File: config.mk
export PLATFORM = sky130hd
export DESIGN_NAME = nn_dense_layer_seq
export DESIGN_NICKNAME = d
export VERILOG_FILES = /design/src/rtl/nn_dense_layer_seq.sv
export SDC_FILE = /design/constraint.sdc
export NUM_CORES = 1
export LEC_CHECK = 0
export BUFFER_PORTS_ARGS = -buffer_cell sky130_fd_sc_hd__buf_2
export CAP_MARGIN = 10
export CORE_ASPECT_RATIO = 1.2
export CORE_MARGIN = 1.5
export CORE_UTILIZATION = 50
export DETAILED_ROUTE_END_ITERATION = 12
export MAX_ROUTING_LAYER = met4
export PLACE_DENSITY = 0.66
export SLEW_MARGIN = 20
export SYNTH_ARGS = -nofsm -noshare
export SYNTH_HDL_FRONTEND = slang
export SYNTH_SLANG_ARGS = --single-unit
export TNS_END_PERCENT = 20
File: constraint.sdc
create_clock -name clk -period 9.7 [get_ports clk]
set_clock_uncertainty 0.2 [all_clocks]
set_input_delay 1.455 -clock clk [delete_from_list [all_inputs] [get_ports clk]]
set_output_delay 1.455 -clock clk [all_outputs]
set_load 0.05 [all_outputs]
File: src/rtl/nn_dense_layer_seq.sv
//-----------------------------------------------------------------------------
// nn_dense_layer_seq
//
// Time-multiplexed fully-connected layer. A feature vector of N_IN unsigned
// beats is buffered, then a single shared multiply-accumulate walks every
// output neuron, fetching its weights from an external synchronous ROM.
// Each neuron result is arithmetically shifted, saturated and offered on a
// valid/ready output port before the next neuron starts.
//
// Optional build macro:
//   NN_DENSE_RELU_EN  - negative results are clamped to 0 (ReLU), so
//                       out_data is always non-negative.
//
// Ports:
//   clk, rst_n          clock, asynchronous active-low reset
//   in_valid/in_ready   feature beat handshake, in_data = feature i
//   w_rd, w_addr        weight ROM read strobe and address (j*N_IN + k)
//   w_data              weight returned one cycle after w_rd
//   out_valid/out_ready result handshake
//   out_data, out_idx   saturated result and its neuron index
//   busy                high while computing or emitting
//-----------------------------------------------------------------------------
// state   | meaning
// --------+-------------------------------------------------------------
// LOAD    | accepting feature beats into the feature buffer
// COMPUTE | N_IN+1 cycles: ROM reads on 0..N_IN-1, MACs on 1..N_IN
// EMIT    | result for neuron j held on the output until accepted
//-----------------------------------------------------------------------------
`timescale 1ns/1ps

module nn_dense_layer_seq #(
    parameter int N_IN  = 36,
    parameter int N_OUT = 10,
    parameter int IN_W  = 9,
    parameter int W_W   = 8,
    parameter int ACC_W = 24,
    parameter int OUT_W = 11,
    parameter int SHIFT = 0,
    parameter int WA_W  = 9
) (
    input  logic                     clk,
    input  logic                     rst_n,
    input  logic                     in_valid,
    output logic                     in_ready,
    input  logic [IN_W-1:0]          in_data,
    output logic [WA_W-1:0]          w_addr,
    output logic                     w_rd,
    input  logic [W_W-1:0]           w_data,
    output logic                     out_valid,
    input  logic                     out_ready,
    output logic [OUT_W-1:0]         out_data,
    output logic [$clog2(N_OUT)-1:0] out_idx,
    output logic                     busy
);

    localparam int I_W = (N_IN > 1) ? $clog2(N_IN) : 1;
    localparam int K_W = $clog2(N_IN + 1);
    localparam int J_W = $clog2(N_OUT);
    localparam int P_W = IN_W + W_W + 1;

    localparam logic signed [ACC_W-1:0] SAT_MAX = ACC_W'((2 ** (OUT_W - 1)) - 1);
    // Two's complement: ~MAX == -MAX-1 == -2^(OUT_W-1)
    localparam logic signed [ACC_W-1:0] SAT_MIN = ~SAT_MAX;

    typedef enum logic [1:0] {
        ST_LOAD    = 2'd0,
        ST_COMPUTE = 2'd1,
        ST_EMIT    = 2'd2
    } state_t;

    state_t state, state_nxt;

    logic [I_W-1:0]          i_cnt;
    logic [K_W-1:0]          k_cnt;
    logic [J_W-1:0]          j_cnt;
    logic [WA_W-1:0]         w_base;
    logic signed [ACC_W-1:0] acc;
    logic [IN_W-1:0]         feat_mem [N_IN];

    logic                    in_fire;
    logic                    last_beat;
    logic                    last_k;
    logic                    last_j;
    logic [I_W-1:0]          k_idx;
    logic [IN_W-1:0]         feat_sel;
    logic signed [P_W-1:0]   prod;
    logic signed [ACC_W-1:0] prod_ext;
    logic signed [ACC_W-1:0] acc_sh;
    logic [OUT_W-1:0]        sat_val;

    assign in_fire   = in_valid && (state == ST_LOAD);
    assign last_beat = in_fire && (i_cnt == I_W'(N_IN - 1));
    assign last_k    = (k_cnt == K_W'(N_IN));
    assign last_j    = (j_cnt == J_W'(N_OUT - 1));

    //-------------------------------------------------------------------------
    // State register
    //-------------------------------------------------------------------------
    always_ff @(posedge clk or negedge rst_n) begin
        if (!rst_n) begin
            state <= ST_LOAD;
        end else begin
            state <= state_nxt;
        end
    end

    //-------------------------------------------------------------------------
    // Next state and handshake outputs
    //-------------------------------------------------------------------------
    always_comb begin
        state_nxt = state;
        in_ready  = 1'b0;
        out_valid = 1'b0;
        w_rd      = 1'b0;
        busy      = 1'b1;
        case (state)
            ST_LOAD: begin
                in_ready = 1'b1;
                busy     = 1'b0;
                if (last_beat) begin
                    state_nxt = ST_COMPUTE;
                end
            end
            ST_COMPUTE: begin
                // Last cycle only consumes the final weight, no new read.
                w_rd = !last_k;
                if (last_k) begin
                    state_nxt = ST_EMIT;
                end
            end
            ST_EMIT: begin
                out_valid = 1'b1;
                if (out_ready) begin
                    state_nxt = last_j ? ST_LOAD : ST_COMPUTE;
                end
            end
            default: begin
                state_nxt = ST_LOAD;
            end
        endcase
    end

    // w_base tracks j*N_IN so no multiplier is needed for the address.
    assign w_addr  = w_rd ? (w_base + WA_W'(k_cnt)) : '0;
    assign out_idx = j_cnt;

    //-------------------------------------------------------------------------
    // MAC datapath: weight read on cycle k-1 pairs with feature k-1 on cycle k
    //-------------------------------------------------------------------------
    always_comb begin
        k_idx    = '0;
        if (k_cnt != '0) begin
            k_idx = I_W'(k_cnt - 1'b1);
        end
        feat_sel = feat_mem[k_idx];
        prod     = P_W'($signed({1'b0, feat_sel})) * P_W'($signed(w_data));
        prod_ext = {{(ACC_W - P_W){prod[P_W-1]}}, prod};
    end

    //-------------------------------------------------------------------------
    // Output shift and saturation
    //-------------------------------------------------------------------------
    always_comb begin
        acc_sh  = acc >>> SHIFT;
        sat_val = acc_sh[OUT_W-1:0];
`ifdef NN_DENSE_RELU_EN
        if (acc_sh[ACC_W-1]) begin
            sat_val = '0;
        end else if (acc_sh > SAT_MAX) begin
            sat_val = SAT_MAX[OUT_W-1:0];
        end
`else
        if (acc_sh > SAT_MAX) begin
            sat_val = SAT_MAX[OUT_W-1:0];
        end else if (acc_sh < SAT_MIN) begin
            sat_val = SAT_MIN[OUT_W-1:0];
        end
`endif
    end

    always_comb begin
        out_data = '0;
        if (state == ST_EMIT) begin
            out_data = sat_val;
        end
    end

    //-------------------------------------------------------------------------
    // Counters and accumulator
    //-------------------------------------------------------------------------
    always_ff @(posedge clk or negedge rst_n) begin
        if (!rst_n) begin
            i_cnt  <= '0;
            k_cnt  <= '0;
            j_cnt  <= '0;
            w_base <= '0;
            acc    <= '0;
        end else begin
            case (state)
                ST_LOAD: begin
                    if (in_fire) begin
                        if (last_beat) begin
                            i_cnt  <= '0;
                            k_cnt  <= '0;
                            j_cnt  <= '0;
                            w_base <= '0;
                            acc    <= '0;
                        end else begin
                            i_cnt <= i_cnt + 1'b1;
                        end
                    end
                end
                ST_COMPUTE: begin
                    if (k_cnt != '0) begin
                        acc <= acc + prod_ext;
                    end
                    k_cnt <= last_k ? '0 : (k_cnt + 1'b1);
                end
                ST_EMIT: begin
                    // Backpressure: everything frozen until out_ready.
                    if (out_ready) begin
                        acc <= '0;
                        if (last_j) begin
                            j_cnt  <= '0;
                            w_base <= '0;
                        end else begin
                            j_cnt  <= j_cnt + 1'b1;
                            w_base <= w_base + WA_W'(N_IN);
                        end
                    end
                end
                default: begin
                end
            endcase
        end
    end

    //-------------------------------------------------------------------------
    // Feature buffer, contents are don't-care after reset
    //-------------------------------------------------------------------------
    always_ff @(posedge clk) begin
        if (in_fire) begin
            feat_mem[i_cnt] <= in_data;
        end
    end

endmodule

==> impl_metrics.env <==
export IMPL_worstPathRequired_ns=9.88
export IMPL_yosys_warnings=0
export IMPL_drc=0
export IMPL_maxCapViolations=0
export IMPL_hpwlAfterDp_um=32400
export IMPL_clockRootBuffer="clkbuf_16"
export IMPL_hold_path_class="reg2reg"
export IMPL_cts_resized=0
export IMPL_path_clk_slew_ns=0.06
export IMPL_cp_common_cell="fa_1"
export IMPL_htreeDepth=2
export IMPL_critPathKind="reg2reg"
export IMPL_first_iter_violations=1130
export IMPL_status="completed"
export IMPL_die_h_um=217
export IMPL_vias=12291
export IMPL_cp_slowest_cell="o41ai_2"
export IMPL_die_area_sq_um=39400
export IMPL_arrival_ns=8.97
export IMPL_final_cells=2067
export IMPL_slew_headroom_pct=24.3
export IMPL_drive_above_1_share_pct=11.8
export IMPL_slowest_delay_ns=0.64
export IMPL_postCtsSetupBuffers=0
export IMPL_holdWs_ns=0.312
export IMPL_synth_cells=1512
export IMPL_drt_first_pass_iters=6
export IMPL_antenna_found_initial=0
export IMPL_layout_nets=1721
export IMPL_synth_top_area_share_pct=50.9
export IMPL_clkLatencyLatePin_ns=0.54
export IMPL_cts_buffers=39
export IMPL_gp_congestion=0.929
export IMPL_synth_seq_cells=373
export IMPL_finalHoldViolations=0
export IMPL_initial_core_util_pct=50.6
export IMPL_avgSynthCellArea_sq_um=12.6
export IMPL_fin_crit_sh_pct=90.6
export IMPL_finalSetupViolations=0
export IMPL_syn_area_sq_um=19100
export IMPL_rsz0062_at_grt="no"
export IMPL_crit_family="adder cells"
export IMPL_viasPerCell=5.95
export IMPL_fin_crit_ns=8.79
export IMPL_num_io_pins=49
export IMPL_grt_max_degree=50
export IMPL_tightest_slew_ns=1.14
export IMPL_fp_row_count=78
export IMPL_seq_area_frac_synth_pct=57.3
export IMPL_cts_tree="done"
export IMPL_cp_end_kind="flip-flop"
export IMPL_antenna_cells=0
export IMPL_io_buffers=48
export IMPL_path_buf_inv=3
export IMPL_synth_cell_type_count=80
export IMPL_grt_pass1_wl_um=72500
export IMPL_register_area_sq_um=11000
export IMPL_cts_buffer_depth=3
export IMPL_wire_per_inst_um=22.9
export IMPL_fillers=3095
export IMPL_synth_area_leader_cell="edfxtp_1"
export IMPL_timing_fmax_mhz=114
export IMPL_hold_buffers=0
export IMPL_core_area_sq_um=37800
export IMPL_synthFlopType="edfxtp_1"
export IMPL_synth_edf_count=324
export IMPL_synthMostInstantiatedCell="edfxtp_1"
export IMPL_synthTopCellsByArea="edfxtp_1, dfrtp_1, fa_1"
export IMPL_cp_start_kind="flip-flop"
export IMPL_timing_setup_tns_ns=0
export IMPL_multiInputGateArea_sq_um=7500
export IMPL_layout_area_overhead_vs_synth_pct=10.2
export IMPL_dieWidth_um=181
export IMPL_first_global_vias=12208
export IMPL_synth_top_cells_by_count="edfxtp_1, nand2_1, nor2_1, ha_1, inv_1"
export IMPL_antenna_left=0
export IMPL_async_reset_ff_share_pct=13.1
export IMPL_path_max_fanout=20
export IMPL_gr_total_overflow=0
export IMPL_cts_sinks=373
export IMPL_drt_wl_total_um=47300
export IMPL_grtUsageTotal_pct=25.1
export IMPL_dp_cells=1997
export IMPL_syn_nets=1675
export IMPL_final_max_slew_viol_count=0
-- cells by family (layout without fill, tap and decap cells) --
logic type	after synthesis	after routing	synth area share [%]
simple gates	501	501	12.9
flops	373	373	57.3
compound gates	268	268	10.1
buf+inv	144	219	3.56
fa+ha+maj	142	142	11.6
mux	58	58	3.40
xor+xnor	26	26	1.19
-- layer usage --
metal / part of all wire [%] / track usage (%) / up-vias
met5: 0 / - / -
met4: 3.2 / 8.22 / 0
met3: 5.5 / 3.25 / 75
met2: 51 / 42.6 / 433
met1: 40 / 31.4 / 6126
li1: - / - / 5657
-- tightest hold or removal path, delay by kind of cell, from the launching register on --
| family | cells | cell delay [ns] |
|---|---|---|
| AO/OA/AOI/OAI | 1 | 0.06 |
| flip-flops | 1 | 0.36 |
| AND/OR/NAND/NOR | 1 | 0.05 |
-- through the flow --
stage          utilization [%]  setup WS, ns  area (sq um)
3_3_place_gp              52.3          1.15         19800
4_1_cts                   55.7         0.958         21000
3_5_place_dp              52.3         0.991         19800
5_1_grt                   55.7         0.319         21100
2_1_floorplan                -          2.05         19100
6_report                  55.7         0.911         21100
-- registers in the layout (all words and copies together), names as in the netlist --
name      flops
w_base        7
state         2
feat_mem    324
i_cnt         6
acc          24
out_idx       4
k_cnt         6
-- cell type report --
type                    instances  area share [%]
flip-flops and latches        373            52.0
multi-input cells             995            35.6
clock buffers                  49            5.02
well taps                     480            2.85
repair buffers                 68            1.91
inverters                      81            1.44
clock inverters                21            1.10
-- cells in the final DEF, fill, tap and decap left out, types with 11 or more instances in the layout --
cell type and instances:
or3_1 11, nor2b_1 40, a21o_1 11, mux2_2 28
nand2_1 162, and2_1 25, ha_1 84, dfrtp_1 49
mux2i_1 25, edfxtp_1 324, xnor2_1 15, buf_2 48
o31ai_1 11, a211oi_1 14, o21ai_0 68, nor3_1 16
a22oi_1 12, buf_4 19, nand3b_1 14, nand4_1 31
inv_1 81, a22o_1 12, nor2_1 110, fa_1 58
o22ai_1 13, a221oi_1 18, xor2_1 11, nand2b_1 20
a21oi_1 34, clkbuf_16 41, nand3_1 40
-- worst paths after layout --
kind	from	end	slack [ns]	cells past startpoint
worst min register to register	acc[14]$_DFFE_PN0P_	acc[14]$_DFFE_PN0P_	0.31	2
worst max register to register	k_cnt[1]$_DFFE_PN0P_	acc[22]$_DFFE_PN0P_	0.91	26
min in group asynchronous	rst_n	out_idx[1]$_DFFE_PN0P_	0.84	2
worst min-delay path	acc[14]$_DFFE_PN0P_	acc[14]$_DFFE_PN0P_	0.31	2
worst max-delay path	k_cnt[1]$_DFFE_PN0P_	acc[22]$_DFFE_PN0P_	0.91	26
max in group asynchronous	rst_n	acc[9]$_DFFE_PN0P_	8.01	2
Power is not shown: default switching activity piles up to over one toggle a cycle in this logic, so the estimate is an artifact.
